`src/rtl/door_limit_tracker_if.sv`:
```
// Command/status bundle between the door controller and the limit tracker.
// The controller side is the master; the tracker is the slave.
interface door_limit_tracker_if;
   logic       open_cmd;
   logic       close_cmd;
   logic       pp;
   logic       clear_fault;
   logic [3:0] pos;
   logic       lim_open;
   logic       lim_closed;
   logic       moving;
   logic       dir;
   logic       obstruct;
   logic       fault;

   modport master (
      output open_cmd, close_cmd, pp, clear_fault,
      input  pos, lim_open, lim_closed, moving, dir, obstruct, fault
   );

   modport slave (
      input  open_cmd, close_cmd, pp, clear_fault,
      output pos, lim_open, lim_closed, moving, dir, obstruct, fault
   );
endinterface

```
`src/rtl/door_limit_tracker.sv`:
```
// Door position model: steps pos toward open/closed from motor commands
// and derives the limit switches the controller sees.
module door_limit_tracker #(
   parameter int unsigned TRAVEL   = 15,
   parameter int unsigned PRESCALE = 4
) (
   input  logic                 clk,
   input  logic                 reset,
   door_limit_tracker_if.slave  bus
);

   localparam logic [3:0] TRAVEL_POS = 4'(TRAVEL);
   localparam logic [3:0] PS_LAST    = 4'(PRESCALE - 1);

   typedef enum logic [1:0] {IDLE, OPENING, CLOSING, FAULT} state_t;

   state_t     state_q, state_d;
   logic [3:0] pos_q, pos_d;
   logic [3:0] presc_q, presc_d;
   logic       obstruct_q, obstruct_d;
   logic       both, op, cl, step, lim_open, lim_closed;

   assign both       = bus.open_cmd & bus.close_cmd;
   assign op         = bus.open_cmd & ~bus.close_cmd;
   assign cl         = bus.close_cmd & ~bus.open_cmd;
   assign lim_open   = (pos_q == TRAVEL_POS);
   assign lim_closed = (pos_q == 4'd0);
   assign step       = (presc_q == PS_LAST);

   always_ff @(posedge clk or negedge reset) begin
      if (!reset) begin
         state_q    <= IDLE;
         pos_q      <= '0;
         presc_q    <= '0;
         obstruct_q <= 1'b0;
      end else begin
         state_q    <= state_d;
         pos_q      <= pos_d;
         presc_q    <= presc_d;
         obstruct_q <= obstruct_d;
      end
   end

   // presc_d defaults to 0, so any exit from a motion state restarts the count.
   always_comb begin
      state_d    = state_q;
      pos_d      = pos_q;
      presc_d    = '0;
      obstruct_d = 1'b0;
      unique case (state_q)
         IDLE: begin
            if (both)
               state_d = FAULT;
            else if (op && !lim_open)
               state_d = OPENING;
            else if (cl && !lim_closed && !bus.pp)
               state_d = CLOSING;
         end
         OPENING: begin
            if (both)
               state_d = FAULT;
            else if (!op)
               state_d = IDLE;
            else if (step) begin
               if (pos_q >= TRAVEL_POS - 4'd1) begin
                  pos_d   = TRAVEL_POS;
                  state_d = IDLE;
               end else begin
                  pos_d = pos_q + 4'd1;
               end
            end else
               presc_d = presc_q + 4'd1;
         end
         CLOSING: begin
            if (both)
               state_d = FAULT;
            else if (bus.pp) begin
               state_d    = IDLE;
               obstruct_d = 1'b1;
            end else if (!cl)
               state_d = IDLE;
            else if (step) begin
               if (pos_q <= 4'd1) begin
                  pos_d   = '0;
                  state_d = IDLE;
               end else begin
                  pos_d = pos_q - 4'd1;
               end
            end else
               presc_d = presc_q + 4'd1;
         end
         FAULT: begin
            if (bus.clear_fault && !bus.open_cmd && !bus.close_cmd)
               state_d = IDLE;
         end
         default: state_d = IDLE;
      endcase
   end

   assign bus.pos        = pos_q;
   assign bus.lim_open   = lim_open;
   assign bus.lim_closed = lim_closed;
   assign bus.moving     = (state_q == OPENING) || (state_q == CLOSING);
   assign bus.dir        = (state_q == OPENING);
   assign bus.obstruct   = obstruct_q;
   assign bus.fault      = (state_q == FAULT);

endmodule

```
`src/flat_wrapper.sv`:
```
// flat-port wrapper written by rule: the top's interface ports become plain ports
module door_limit_tracker_flat 
#(
   parameter int unsigned TRAVEL   = 15,
   parameter int unsigned PRESCALE = 4
)
  (clk, reset, bus_open_cmd, bus_close_cmd, bus_pp, bus_clear_fault, bus_pos, bus_lim_open, bus_lim_closed, bus_moving, bus_dir, bus_obstruct, bus_fault);
  door_limit_tracker_if bus_i ();
  input  logic clk;
  input  logic reset;
  input wire logic [$bits(bus_i.open_cmd)-1:0] bus_open_cmd;
  input wire logic [$bits(bus_i.close_cmd)-1:0] bus_close_cmd;
  input wire logic [$bits(bus_i.pp)-1:0] bus_pp;
  input wire logic [$bits(bus_i.clear_fault)-1:0] bus_clear_fault;
  output wire logic [$bits(bus_i.pos)-1:0] bus_pos;
  output wire logic [$bits(bus_i.lim_open)-1:0] bus_lim_open;
  output wire logic [$bits(bus_i.lim_closed)-1:0] bus_lim_closed;
  output wire logic [$bits(bus_i.moving)-1:0] bus_moving;
  output wire logic [$bits(bus_i.dir)-1:0] bus_dir;
  output wire logic [$bits(bus_i.obstruct)-1:0] bus_obstruct;
  output wire logic [$bits(bus_i.fault)-1:0] bus_fault;
  assign bus_i.open_cmd = bus_open_cmd;
  assign bus_i.close_cmd = bus_close_cmd;
  assign bus_i.pp = bus_pp;
  assign bus_i.clear_fault = bus_clear_fault;
  assign bus_pos = bus_i.pos;
  assign bus_lim_open = bus_i.lim_open;
  assign bus_lim_closed = bus_i.lim_closed;
  assign bus_moving = bus_i.moving;
  assign bus_dir = bus_i.dir;
  assign bus_obstruct = bus_i.obstruct;
  assign bus_fault = bus_i.fault;
  door_limit_tracker #(.TRAVEL(TRAVEL), .PRESCALE(PRESCALE)) u_core (.clk(clk), .reset(reset), .bus(bus_i));
endmodule
```
`config.mk`:
```
export PLATFORM = sky130hd
export DESIGN_NAME = door_limit_tracker_flat
export DESIGN_NICKNAME = d
export VERILOG_FILES = /design/src/rtl/door_limit_tracker_if.sv /design/src/rtl/door_limit_tracker.sv /design/src/flat_wrapper.sv
export SDC_FILE = /design/constraint.sdc
export NUM_CORES = 1
export LEC_CHECK = 0
export ABC_AREA = 1
export CAP_MARGIN = 20
export CORE_ASPECT_RATIO = 0.75
export CORE_MARGIN = 2
export CORE_UTILIZATION = 36
export CTS_CLUSTER_DIAMETER = 120
export CTS_CLUSTER_SIZE = 40
export DETAILED_ROUTE_END_ITERATION = 8
export MAX_ROUTING_LAYER = met4
export PLACE_DENSITY = 0.7
export SLEW_MARGIN = 20
export SYNTH_ARGS = -nofsm -noshare
export SYNTH_HDL_FRONTEND = slang
export SYNTH_SLANG_ARGS = --single-unit
export TNS_END_PERCENT = 5
```
`constraint.sdc`:
```
create_clock -name clk -period 2.94 [get_ports clk]
set_clock_uncertainty 0.15 [all_clocks]
set_input_delay 0.588 -clock clk [delete_from_list [all_inputs] [get_ports clk]]
set_output_delay 0.588 -clock clk [all_outputs]
set_load 0.01 [all_outputs]
```
==> reports/results.tsv <==
stage	metric	value	unit
timing	fmax	398	MHz
cts	cts_resized	0	
run_status	status	complete, no violations	
timing	maxSlewViolCount	0	
drt	drt_drc_violations_left	0	
grt	grt_max_degree	12	
grt	gr-max-usage-layer	met2	
layout	syn_to_final_growth	24.3	%
floorplan	dieArea	0.00286	sq mm
cts	cts_sinks	11	
yosys	yosysSeqAreaShare	31.3	%
yosys	synth_nets	141	
cts	root_buffer	clkbuf_4	
power_and_ir_drop	p_leak	0.584	nW
timing	setup_tns	0	ns
cts	cts.path.max_buffers	2	
grt	met2_usage	26.4	%
drt	num_vias	810	
timing	finalHoldViolCount	0	
layout	final_common_cell	nand2_1	
setup_path	start_kind	flip-flop	
setup_path	cp-end-kind	output pin	
setup_path	r2r-start	u_core.bus.pos[0]	
cts	ctsHoldBuffers	0	
floorplan	coreArea	0.00231	sq mm
layout	drive_gt1_share	9.09	%
drt	routed_via_density	4.58	
layout	multi_input_area	524	sq um
cts	cts_tree	built	
grt	grt_pass1_vias	803	
worst_hold_path	min_path_type	flip-flop to flip-flop	
cts	cts-htree-levels	1	
floorplan	die_y	46.8	um
place	io_buffer_count	15	
layout	seqCellArea	275	sq um
yosys	synth.area.top_cells	dfrtp_1, nand2_1, ha_1	
setup_path	r2r_end	u_core.bus.pos[2]	
grt	use_met3	1.93	%
floorplan	num_rows	15	
yosys	ys_warn_count	0	
worst_hold_path	hold_end	u_core.presc_q[0]	
grt	grt.total_usage	16.8	%
timing	worstMarginPinSlew	0.499	ns
grt	overflow	0	
yosys	netlist.area_leader.share	31.3	%
yosys	synth_top_area_cell	dfrtp_1	
floorplan	dieWidth	61.1	um
setup_path	reg2reg_setup_slack	1.13	ns
grt	grt_pass1_wl	3.42	mm
grt	antenna_found_initial	0	
cts	path_clk_slew	0.07	ns
timing	rsz0062_at_grt	false	
setup_path	worst-path-max-fanout	5	
layout	diodes	0	
grt	grt_use_met1	22.1	%
cts	clkLatencyLatePin	0.27	ns
floorplan	initial_core_util	38.1	%
timing	period_share	85.6	%
yosys	synth_area_per_cell	7.04	sq um
layout	fill_cells	236	
cts	post-cts-setup-buffers	0	
yosys	synth_area	880	sq um
worst_hold_path	whs_path_depth	1	
yosys	synth_cells	125	
timing	hold-worst-slack	0.309	ns
timing	period_minus_slack	2.52	ns
drt	wire_per_inst	10.8	um
yosys	ys_seq_elements	11	
layout	layout_common_cells	nand2_1, clkdlybuf4s50_1, inv_1	
power_and_ir_drop	power.density	508	mW/mm^2
cts	cts_buffers	3	
layout	fin_nets	160	
setup_path	cp.arrival	1.78	ns
yosys	synth.distinct_cells	19	
power_and_ir_drop	vdd_ir_drop_max	0.272	mV
drt	wl	1.91	mm
floorplan	ios	16	
setup_path	reg2reg_depth	7	
timing	slew_headroom	66.6	%
setup_path	path_class	flip-flop to output pin	
drt	antenna_left	0	
drt	drt_iter0_markers	45	
worst_hold_path	hp-start	u_core.presc_q[0]	
place	place.gp.congestion	0.815	
place	dp_hpwl	1.54	mm
timing	setup_viol	0	
setup_path	crit_required	2.20	ns
drt	drt_pass1_iterations	4	
job	drv_cap	0	
-- flip-flops by register name, indices dropped and copies added (netlist names) --
name,flops
u_core.presc_q,4
u_core.state_q,2
u_core.bus.obstruct,1
u_core.bus.pos,4
-- critical path: stages (launching register included) --
cell,delay (ns)
dfrtp_1,0.44
inv_1,0.16
ha_1,0.23
nand2_1,0.10
inv_1,0.06
clkdlybuf4s50_1,0.52
-- metal layers --
layer  share of wire, %  vias up
met1                 50      364
li1                   -      422
met5                  0        -
met2                 43       20
met4                1.7        0
met3                4.7        4
-- kinds of logic (layout without fill, tap and decap cells) --
group | Yosys count | count (layout) | share of synthesized area, %
simple gates | 63 | 63 | 30.3
compound gates | 15 | 15 | 10.1
buf+inv | 21 | 39 | 9.10
xor+xnor | 5 | 5 | 4.98
fa+ha+maj | 10 | 10 | 14.2
flops | 11 | 11 | 31.3
-- cell usage after synthesis (all sizes together) --
| master | instances |
|---|---|
| buf | 1 |
| o21ai | 13 |
| xor2 | 3 |
| dfrtp | 11 |
| ha | 10 |
| or2 | 1 |
| nand2 | 37 |
| nor2 | 14 |
| nand3 | 9 |
| inv | 20 |
| o211ai | 1 |
| xnor2 | 2 |
| o21bai | 1 |
| nor3 | 2 |
-- layout make-up --
type	count	area share (%)
Multi-Input combinational cell	93	47.9
Tap cell	34	3.89
Inverter	20	6.86
Sequential cell	11	25.2
Timing Repair Buffer	15	13.7
Clock buffer	4	2.40
-- per-stage QoR --
stage | std cells | total power [mW] | util, % | cell area, sq um | setup WS (ns)
3_5_place_dp | 173 | 0.452 | 46.2 | 1070 | 0.721
2_1_floorplan | 125 | 0.357 | - | 880 | 1.25
6_report | 177 | 0.555 | 47.4 | 1090 | 0.424
3_3_place_gp | 173 | 0.446 | 46.2 | 1070 | 0.739
5_1_grt | 177 | 0.601 | 47.4 | 1090 | 0.337
4_1_cts | 177 | 0.560 | 47.4 | 1090 | 0.420
-- power by group --
group | switching [mW] | internal (mW) | total [mW]
logic | 0.152 | 0.112 | 0.265
clock network | 0.0525 | 0.0525 | 0.105
registers | 0.0169 | 0.169 | 0.185
total | 0.222 | 0.334 | 0.555
-- worst max-delay path by stage --
stage	start	to	slack (ns)	depth (start not counted)
after floorplan	u_core.bus.pos[0]	bus_lim_closed	1.25	4
after global placement	u_core.bus.pos[0]	bus_lim_closed	0.74	5
after detailed placement	u_core.bus.pos[1]	bus_lim_closed	0.72	5
after CTS	u_core.bus.pos[1]	bus_lim_closed	0.42	5
after global routing	u_core.bus.pos[1]	bus_lim_closed	0.34	5
final	u_core.bus.pos[1]	bus_lim_closed	0.42	5
Power figures use the tool's default switching activity.
